**src/rtl/adc_avg_filter_pkg.sv**
```systemverilog
// ---------------------------------------------------------------------------
// adc_avg_filter_pkg
//   Constants and types shared by the ADC averaging filter and its
//   consumers (FF_Array, voltage_comparator, LCD). Keeping the sample width
//   and window size here means every consumer of V_AVG uses the same width.
// ---------------------------------------------------------------------------
package adc_avg_filter_pkg;

    // XADC conversion width
    localparam int ADC_DW         = 12;

    // Default log2 of the averaging window (N = 4 samples)
    localparam int ADC_AVG_LOG2_N = 2;

    // WARM: the window is not yet full.
    // RUN : the window holds N real samples.
    typedef enum logic {
        ST_WARM = 1'b0,
        ST_RUN  = 1'b1
    } avg_state_t;

endpackage

```
**src/rtl/adc_avg_filter_ptr.sv**
```systemverilog
// ---------------------------------------------------------------------------
// adc_avg_filter_ptr
//   Wrap-around write pointer for the averaging window's circular buffer.
//   The window length is a power of two, so the natural binary rollover
//   provides the wrap from N-1 back to 0.
// Ports
//   i_clk    clock
//   i_rst_n  asynchronous reset, active-low (pointer -> 0)
//   i_clr    synchronous clear (pointer -> 0); has priority over i_inc
//   i_inc    advance the pointer by one
//   o_ptr    current pointer value
// ---------------------------------------------------------------------------
module adc_avg_filter_ptr #(
    parameter int W = 2
) (
    input  logic         i_clk,
    input  logic         i_rst_n,
    input  logic         i_clr,
    input  logic         i_inc,
    output logic [W-1:0] o_ptr
);

    logic [W-1:0] r_ptr;

    always_ff @(posedge i_clk or negedge i_rst_n) begin
        if (!i_rst_n) begin
            r_ptr <= '0;
        end else if (i_clr) begin
            r_ptr <= '0;
        end else if (i_inc) begin
            r_ptr <= r_ptr + W'(1);
        end
    end

    assign o_ptr = r_ptr;

endmodule

```
**src/rtl/adc_avg_filter.sv**
```systemverilog
// ---------------------------------------------------------------------------
// adc_avg_filter
//   Moving-average filter over the last 2**LOG2_N XADC samples. It smooths
//   conversion noise so that downstream max-voltage tracking does not latch
//   onto single-sample spikes.
// Ports
//   i_clk        clock (pll_clk domain)
//   i_rst_n      asynchronous reset, active-low
//   i_drdy       one-cycle strobe: i_adc_data holds a new sample
//   i_adc_data   raw XADC result, unsigned
//   i_clr        synchronous flush of the window (wins over i_drdy)
//   o_v_avg      filtered voltage, registered, unsigned
//   o_avg_valid  one-cycle strobe: o_v_avg was just updated with a full-window average
//   o_filled     level: window holds N real samples
// ---------------------------------------------------------------------------
module adc_avg_filter
    import adc_avg_filter_pkg::*;
#(
    parameter int LOG2_N = ADC_AVG_LOG2_N,
    parameter int DW     = ADC_DW
) (
    input  logic          i_clk,
    input  logic          i_rst_n,
    input  logic          i_drdy,
    input  logic [DW-1:0] i_adc_data,
    input  logic          i_clr,
    output logic [DW-1:0] o_v_avg,
    output logic          o_avg_valid,
    output logic          o_filled
);

    localparam int N  = 1 << LOG2_N;
    localparam int SW = DW + LOG2_N;   // holds N full-scale samples without overflow

    logic [DW-1:0]     r_buf [N];
    logic [SW-1:0]     r_sum;
    logic [LOG2_N:0]   r_fill;
    logic              r_pend;
    logic [DW-1:0]     r_v_avg;
    logic              r_avg_valid;
    avg_state_t        r_state;
    avg_state_t        w_state_next;

    logic              w_accept;
    logic [LOG2_N-1:0] w_wr_ptr;
    logic [DW-1:0]     w_old;
    logic              w_filled;

    assign w_accept = i_drdy & ~i_clr;

    adc_avg_filter_ptr #(
        .W (LOG2_N)
    ) u_ptr (
        .i_clk   (i_clk),
        .i_rst_n (i_rst_n),
        .i_clr   (i_clr),
        .i_inc   (w_accept),
        .o_ptr   (w_wr_ptr)
    );

    // The entry about to be overwritten leaves the running sum in the same
    // cycle the new sample enters it.
    assign w_old = r_buf[w_wr_ptr];

    // Circular buffer. Entries are cleared on CLR so that the running sum
    // always equals the sum of the buffer contents.
    always_ff @(posedge i_clk or negedge i_rst_n) begin
        if (!i_rst_n) begin
            for (int i = 0; i < N; i++) begin
                r_buf[i] <= '0;
            end
        end else if (i_clr) begin
            for (int i = 0; i < N; i++) begin
                r_buf[i] <= '0;
            end
        end else if (w_accept) begin
            r_buf[w_wr_ptr] <= i_adc_data;
        end
    end

    // Running sum and saturating fill count
    always_ff @(posedge i_clk or negedge i_rst_n) begin
        if (!i_rst_n) begin
            r_sum  <= '0;
            r_fill <= '0;
        end else if (i_clr) begin
            r_sum  <= '0;
            r_fill <= '0;
        end else if (w_accept) begin
            r_sum <= r_sum + SW'(i_adc_data) - SW'(w_old);
            if (r_fill != (LOG2_N+1)'(N)) begin
                r_fill <= r_fill + (LOG2_N+1)'(1);
            end
        end
    end

    // FSM: state register
    always_ff @(posedge i_clk or negedge i_rst_n) begin
        if (!i_rst_n) begin
            r_state <= ST_WARM;
        end else begin
            r_state <= w_state_next;
        end
    end

    // FSM: next state. Enter RUN on the edge that stores the Nth sample.
    always_comb begin
        w_state_next = r_state;
        if (i_clr) begin
            w_state_next = ST_WARM;
        end else begin
            case (r_state)
                ST_WARM: begin
                    if (w_accept && (r_fill == (LOG2_N+1)'(N - 1))) begin
                        w_state_next = ST_RUN;
                    end
                end
                ST_RUN:  w_state_next = ST_RUN;
                default: w_state_next = ST_WARM;
            endcase
        end
    end

    // FSM: outputs
    always_comb begin
        w_filled = 1'b0;
        if (r_state == ST_RUN) begin
            w_filled = 1'b1;
        end
    end

    // Output stage, one edge behind the accept edge. A CLR arriving while a
    // result is pending suppresses it and leaves o_v_avg untouched.
    always_ff @(posedge i_clk or negedge i_rst_n) begin
        if (!i_rst_n) begin
            r_pend      <= 1'b0;
            r_v_avg     <= '0;
            r_avg_valid <= 1'b0;
        end else begin
            r_pend      <= w_accept;
            r_avg_valid <= 1'b0;
            if (r_pend && w_filled && !i_clr) begin
                r_v_avg     <= r_sum[SW-1:LOG2_N];
                r_avg_valid <= 1'b1;
            end
        end
    end

    assign o_v_avg     = r_v_avg;
    assign o_avg_valid = r_avg_valid;
    assign o_filled    = w_filled;

endmodule
```
**config.mk**
```make
export PLATFORM = sky130hd
export DESIGN_NAME = adc_avg_filter
export DESIGN_NICKNAME = d
export VERILOG_FILES = /design/src/rtl/adc_avg_filter_pkg.sv /design/src/rtl/adc_avg_filter_ptr.sv /design/src/rtl/adc_avg_filter.sv
export SDC_FILE = /design/constraint.sdc
export NUM_CORES = 1
export LEC_CHECK = 0
export ABC_AREA = 1
export BUFFER_PORTS_ARGS = -buffer_cell sky130_fd_sc_hd__buf_2
export CAP_MARGIN = 40
export CORE_MARGIN = 2
export CORE_UTILIZATION = 55
export CTS_BUF_LIST = sky130_fd_sc_hd__clkbuf_4 sky130_fd_sc_hd__clkbuf_8
export CTS_CLUSTER_DIAMETER = 50
export CTS_CLUSTER_SIZE = 20
export DETAILED_ROUTE_END_ITERATION = 16
export GPL_TIMING_DRIVEN = 0
export PLACE_DENSITY = 0.76
export SLEW_MARGIN = 20
export SYNTH_ARGS = -nofsm -noshare
export SYNTH_HDL_FRONTEND = slang
export SYNTH_SLANG_ARGS = --single-unit
export TNS_END_PERCENT = 1
```
**constraint.sdc**
```tcl
create_clock -name i_clk -period 8.1 [get_ports i_clk]
set_input_delay 0 -clock i_clk [delete_from_list [all_inputs] [get_ports i_clk]]
set_output_delay 0 -clock i_clk [all_outputs]
set_load 0.02 [all_outputs]
```
==> out/summary.md, run 1 <==
The run finished with clean final reports. Counting instances, the worst hold path has a depth of 3. Post-CTS repair changed the size of 0 cells. The worst-case IR drop observed on VDD is 122 uV.

The die extent in x is 96.2 um, and the setup TNS after final layout is 0 ps. The portion of synthesized cell area occupied by the leading cell type was 43.9%; the count of maximum capacitance violations was 0. For the finished layout, the period the worst path requires is 3170 ps. After detailed routing, the total wire length is 12.1 mm. The tools report the number of distinct library cells after synthesis as 24. The tools report the die area as 9250 um2. The number of antenna diodes in the final layout is 0.

The number of placement rows came out at 33. Yosys printed 0 warnings. The die is 96.2 um tall. Of all nets on the critical path, the largest fanout is 10.

The synthesized netlist cell count was 587; the number of antenna violations at the first check in global routing was 0. The endpoint identified for the worst register-to-register timing path is r_sum[10]. Leaving out fill and tap cells, the most frequent cells in the layout are sky130_fd_sc_hd__nand2_1, sky130_fd_sc_hd__inv_1, sky130_fd_sc_hd__dfrtp_1, sky130_fd_sc_hd__o21ai_0, sky130_fd_sc_hd__nand3_1.

The tools report the origin of the worst setup path as u_ptr.o_ptr[0]. sky130_fd_sc_hd__dfrtp_1 takes more of the synthesized area than any other cell. The library cell used most frequently in the layout, excluding fill and tap cells, is sky130_fd_sc_hd__nand2_1.

Timing would allow up to 315 MHz. From synthesis to final layout, the design area changed by 13.8%. Dividing total power by cell area gives a power density of 264 nW/um2. The number of clock sinks seen by CTS came out at 82. The count of routing violations after the opening detailed-route iteration was 339. For this configuration, the core starts out at a cell density of 56.9%. During I/O placement, the number of pins put on the boundary was 30.

Number of pins with negative max-slew slack in the final report: 0. By area the synthesized netlist is led by sky130_fd_sc_hd__dfrtp_1, sky130_fd_sc_hd__nand2_1, sky130_fd_sc_hd__o21ai_0. Following the worst setup path forward leads to its endpoint at r_sum[10]. Clock latency on the worst-skew pair, taken at its later pin, is 360 ps.

The run gives 13.0 ps as the clock skew after layout. The cell repeated most along the worst path was sky130_fd_sc_hd__nand2_1. The final-report hold violation count was 0; the first-pass GRT wire length was 20.0 mm. Data on the critical path is required at its endpoint by 8380 ps.

Dividing the detail-routed via count by the number of cells gives 5.68. For the share of synthesized area occupied by flip-flops and latches, the log shows 43.9%. Setup repair after global routing left no endpoint under its margin.

The sort of element at the start of the critical path was a flop. The tree is rooted in a sky130_fd_sc_hd__clkbuf_8. After clock tree synthesis, the clock-pin slew on the worst setup and hold paths is 90 ps. Counting the buffers created by CTS gives 9. The final route contains 4257 vias.

Port buffering added 28 buffers. Dividing the detail-routed wire length by the instance count gives 16.1 um. At the worst endpoint, the arrival time is 3450 ps. The netlist area before placement was 4670 um2; the global-route usage over all layers was 28.9%.

In the post-route analysis, the smallest setup slack over all paths is 4930 ps. TritonCTS built the clock tree. The fraction of the cycle the final worst path needs is 39.2%.

The number of global-route vias before repair is 4186, and the maximum level of the CTS H-tree is 3. The number of synthesized register bits is 82, and the fraction of final layout cells with drive strength greater than 1 is 11.3%. Entering global routing, the biggest net connects 59 pins. Summed over all layers, the global routing overflow is 0.

The worst setup path is captured at a flop. The remaining routing DRC violations was 0; the placed standard-cell area was 4980 um2. Post-CTS timing repair inserted 0 buffers for setup.

The core region is 8220 um2. A synthesized cell averages 7.96 um2. The min-delay analysis places its worst path in the category in2reg. The tools report the area of all placed cells without fillers as 5320 um2. The global placer's final weighted congestion is 0.921. The flop-to-flop setup slack was 4930 ps; the number of buffers on the longest clock path was 2.

Total power for the finished layout comes to 0.00140 W. After the last flow step, the layout net total stands at 688. Slew at the pin closest to its max-slew limit: 557 ps. Beginning of the worst register-to-register path: u_ptr.o_ptr[0].

The count of nets left with antenna violations once routing finished came out at 0. The signal on the critical path passes through buf_2, clkbuf_1, o21ai_0, o22ai_1, fa_1, inv_1, ha_1, nand2_1, inv_1, a21oi_1, nand3_1, nand2_1, nand2_1, o21ai_1. For this design the static power due to leakage is 2.76 nW. Headroom to the max-slew limit came out at 62.8%. The classification of the worst setup path was reg2reg. For the synthesized netlist net count, the log shows 636. Summed over all nets, the half-perimeter wirelength after detailed placement is 8.64 mm. The largest individual stage delay along the critical path comes from the cell sky130_fd_sc_hd__fa_1. Stage delay of the slowest cell on the critical path: 470 ps. The final hold slack was 13.9 ps. Setup slack after placement: 5000 ps.

The logs give 5 for the iteration count of the initial detailed-routing pass and 0 for the final-report setup violation count. Counting cells, the worst reg-to-reg path comes to 14.
-- synth_stat cells --
master and count:
sky130_fd_sc_hd__a21boi_0 1, sky130_fd_sc_hd__inv_2 2, sky130_fd_sc_hd__o21ai_0 67, sky130_fd_sc_hd__inv_1 85, sky130_fd_sc_hd__inv_4 1, sky130_fd_sc_hd__nand3b_1 1, sky130_fd_sc_hd__xnor2_1 1, sky130_fd_sc_hd__o22ai_1 16
sky130_fd_sc_hd__buf_2 9, sky130_fd_sc_hd__fa_1 12, sky130_fd_sc_hd__ha_1 21, sky130_fd_sc_hd__nand2_2 3, sky130_fd_sc_hd__clkbuf_2 1, sky130_fd_sc_hd__buf_4 8, sky130_fd_sc_hd__nor2_1 40, sky130_fd_sc_hd__nor2_4 1
sky130_fd_sc_hd__a21oi_1 15, sky130_fd_sc_hd__clkbuf_1 8, sky130_fd_sc_hd__dfrtp_1 82, sky130_fd_sc_hd__nand3_1 62, sky130_fd_sc_hd__o21ai_1 25, sky130_fd_sc_hd__nand2_1 121, sky130_fd_sc_hd__nand3_2 3, sky130_fd_sc_hd__nand4_1 2
-- repair_timing --
item,in CTS,in global routing
setup endpoints to repair,0,0
endpoints found under the hold margin,98,0
hold buffers,12,0
-- sequential cells by signal, indices dropped and copies added, names as in the netlist --
| name | cells |
|---|---|
| r_state | 1 |
| u_ptr.o_ptr | 2 |
| o_v_avg | 12 |
| r_buf | 48 |
| r_pend | 1 |
| o_avg_valid | 1 |
| r_fill | 3 |
| r_sum | 14 |
-- kinds of logic (layout without fill, tap and decap cells) --
| kind of cell | Yosys count | count (layout) | synth area share [%] |
|---|---|---|---|
| and+or+nand+nor | 233 | 233 | 21.3 |
| xor gates and xnor gates | 1 | 1 | 0.187 |
| buffers and inverters | 114 | 171 | 10.1 |
| adders and majority gates | 33 | 33 | 10.8 |
| AOI/OAI and AO/OA | 124 | 124 | 13.8 |
| DFF | 82 | 82 | 43.9 |
-- worst max-delay path, delay by kind of cell (launching register included) --
family	cells	cell delay, ps
AO/OA/AOI/OAI	4	750
adder cells (fa/ha/maj)	2	760
buffers and inverters	4	780
flip-flops	1	400
AND/OR/NAND/NOR	4	410
-- through the flow --
step           std cells  util [%]
2_1_floorplan        587         -
3_3_place_gp         720      60.2
3_5_place_dp         721      60.6
4_1_cts              749      64.7
5_1_grt              749      64.7
6_report             749      64.7
-- metal layers --
metal  GRT usage [%]  vias to the layer above  routed length, um  part of all wire, %
li1                -                     2004                  -                    -
met1            39.0                     2001               5160                   43
met2            44.8                      212               5440                   45
met3            4.62                       40               1050                  8.7
met4            15.1                        0                437                  3.6
met5               0                        -                  0                    0
-- area by class of cell --
cell class / instances / area [um2]
tap: 105 / 131
clock inverter: 6 / 90.1
multi-input combinational: 391 / 2150
buffer: 26 / 140
timing repair buffer: 41 / 290
fill: 675 / 2900
inverter: 88 / 333
sequential: 82 / 2050
clock buffer: 10 / 131
-- worst min path at each step --
stage                             start     endpoint  slack, ps
final                     i_adc_data[2]    r_buf[26]         10
after global routing      i_adc_data[2]    r_buf[38]         20
after CTS                 i_adc_data[2]    r_buf[26]          2
after detailed placement        i_rst_n    r_buf[20]        -70
after global placement            i_clr    r_buf[14]        260
after floorplan                 i_rst_n  o_avg_valid       -300
-- power by group --
part           total [W]  internal [W]  switching (W)  leakage (nW)
Combinational   0.000604      0.000210       0.000394          1.53
Sequential      0.000467      0.000447      0.0000194          1.12
Clock           0.000333      0.000178       0.000155         0.110
Total            0.00140      0.000836       0.000568          2.76
Note: power is estimated with default switching activity, not from simulation.
==> run 2: changes to the inputs <==
==> constraint.sdc (replaced) <==
create_clock -name i_clk -period 3.07 [get_ports i_clk]
set_input_delay 0 -clock i_clk [delete_from_list [all_inputs] [get_ports i_clk]]
set_output_delay 0 -clock i_clk [all_outputs]
set_load 0.02 [all_outputs]
==> out/summary.md, run 2 (same netlist as run 1, synthesis figures left out) <==
The run finished with clean final reports. For the worst-skew pair, the clock arrives at the later sink with an insertion delay of 360 ps. After clock tree synthesis, the clock-pin slew on the worst setup and hold paths is 90 ps. At the worst endpoint, the required time is 3310 ps. For the HPWL reported at the end of detailed placement, the log shows 8.64 mm.

The post-route netlist has 13.2% of its cells at a drive strength greater than 1. The most frequent standard cell in the layout excluding fill and tap cells is sky130_fd_sc_hd__nand2_1. After layout, the design draws a total of 0.00377 W.

The final-report setup violation count is 0, and the clock skew after layout is 8.33 ps. Antenna diode count: 0. The logs give 82 for the number of clock sinks seen by CTS and 20.0 mm for the first-pass GRT wire length. Die area: 9250 um2.

The tools report the filler cell count as 672. The global placer's final weighted congestion is 0.921, and the fraction of the cycle the final worst path needs is 94.7%. The area inside the core boundary is 8220 um2, and the mean number of vias per cell is 5.66. The stage delay of the slowest cell on the critical path is 470 ps, and the power per cell area is 699 nW/um2. Maximum level of the CTS H-tree: 3.

For this run, the number of standard cells in the final layout without fillers is 750. Counting along the longest clock path gives a buffer depth of 2. From synthesis to final layout, the design area changed by 15.3%.

The I/O pin count came out at 30. The count of routing violations after the opening detailed-route iteration was 339. Grouping stages by cell kind, the critical path spends the most delay in adder cells.

Counting the buffers created by CTS gives 9. In the routed design, unresolved DRC markers number 0. The run gives 12.2 mm as the post-detailed-routing wire length. The sort of element at the start of the critical path was a flop.

For the pin with the worst max-slew slack, the measured transition is 558 ps. Once layout is complete, the utilization of the core stands at 65.6%. The die extent in x was 96.2 um. For this design the static power due to leakage is 2.78 nW. The peak ir drop on the vdd network was 337 uV.

The post-route worst setup slack was 163 ps; the routed length per instance was 16.3 um. At the end of the flow, the number of nets in the layout was 689. Leaving out fill and tap cells, the most frequent cells in the layout are sky130_fd_sc_hd__nand2_1, sky130_fd_sc_hd__inv_1, sky130_fd_sc_hd__dfrtp_1, sky130_fd_sc_hd__o21ai_0, sky130_fd_sc_hd__nand3_1. The detailed router placed 4245 vias in this run. The run gives 2190 um2 as the area occupied by multi-input gates.

Top achievable clock speed: 344 MHz. Walking the worst path, the cells encountered are clkbuf_2, o21ai_0, o22ai_1, fa_1, inv_1, ha_1, nand2_1, inv_1, nand2_1, nand3_2, nand2_1, nand3b_1, nand3_1, nand2_1. The cell sitting at the root of the clock tree is a sky130_fd_sc_hd__clkbuf_8. The iteration count of the initial detailed-routing pass was 5; the number of placement rows was 33.

Worst slew margin relative to its limit: 62.8%. TritonCTS built the clock tree. The number of pins with negative max-slew slack in the final report was 0. The final hold slack is 18.7 ps.

Cell type of the slowest stage on the worst timing path: sky130_fd_sc_hd__dfrtp_1. The minimum clock period after layout was 2910 ps. The die height is 96.2 um. For the number of antenna violations at the first check in global routing, the log shows 0. Path type of the worst min-delay path: in2reg. In this run the remaining antenna-violating nets after routing total 0. The total overflow left after global routing is 0. Classification of the worst setup path: reg2reg. During placement, the flow inserted port buffers numbering 28. The critical path buffer and inverter count is 3, and the global-route usage over all layers is 28.9%. Timing analysis after detailed placement gives a worst setup slack of -27.6 ps. The number of global-route vias before repair is 4186. By instance count, the cell type seen most on the critical path is sky130_fd_sc_hd__nand2_1. The sort of element at the end of the critical path was a flop. The tools report the largest net degree at the start of global routing as 59.

For this configuration, the core starts out at a cell density of 56.9%. The register with the most flip-flops was r_buf. The critical path data arrival time is 3150 ps, and the flip-flop count of the largest register, all copies and words added is 48.

The number of placed instances, taps included, is 721. Sequential cell area: 2050 um2. The logs give 0 for the count of maximum capacitance violations and 0 for the final-report hold violation count. Of all nets on the critical path, the largest fanout is 10.
[run 2: routing by layer]
metal / wire length, um / GRT usage [%] / up-vias
met5: 0 / 0 / -
met4: 450 / 15.1 / 0
met3: 1010 / 4.62 / 43
met2: 5500 / 44.8 / 189
met1: 5250 / 39.0 / 2005
li1: - / - / 2008
[run 2: repair_timing]
action / 4_1_cts / 5_1_grt
setup endpoints to repair: 4 / 9
buffers inserted: 0 / 1
gates resized for setup: 3 / 24
hold buffers: 12 / 0
pin swaps: 0 / 1
hold endpoints to repair: 98 / 0
[run 2: path summary, 6_finish.rpt]
kind,to,depth (start not counted),slack [ps],startpoint
setup / recovery,r_sum[9],14,160,u_ptr.o_ptr[1]
hold / removal,r_buf[26],3,20,i_adc_data[2]
setup reg to reg,r_sum[9],14,160,u_ptr.o_ptr[1]
hold reg to reg,o_v_avg[1],2,490,o_v_avg[1]
max in group asynchronous,r_sum[6],3,2380,i_rst_n
min in group asynchronous,r_buf[41],2,90,i_rst_n
[run 2: area by class of cell]
class / count / area share [%]
clock buffer: 10 / 2.44
sequential: 82 / 38.1
inverter: 88 / 6.24
tap: 105 / 2.44
timing repair buffer: 42 / 5.52
buffer: 26 / 3.02
multi-input combinational: 391 / 40.6
clock inverter: 6 / 1.67
[run 2: per-stage QoR]
stage / instance area [um2] / setup TNS (ps)
5_1_grt: 5390 / -11.4
6_report: 5390 / 0
4_1_cts: 5320 / 0
3_5_place_dp: 4980 / -32.8
3_3_place_gp: 4950 / 0
2_1_floorplan: 4670 / 0
[run 2: power by group]
group          leakage [nW]  switching (W)  internal [W]
registers              1.12      0.0000504       0.00118
clock network         0.110       0.000406      0.000470
logic                  1.55        0.00107      0.000592
total                  2.78        0.00153       0.00224
[run 2: worst register-to-register path, delay by kind of cell, from the launching register on]
| kind | cells | cell delay (ps) |
|---|---|---|
| compound gates | 2 | 440 |
| fa+ha+maj | 2 | 760 |
| buf+inv | 3 | 410 |
| flops | 1 | 470 |
| simple gates | 7 | 730 |
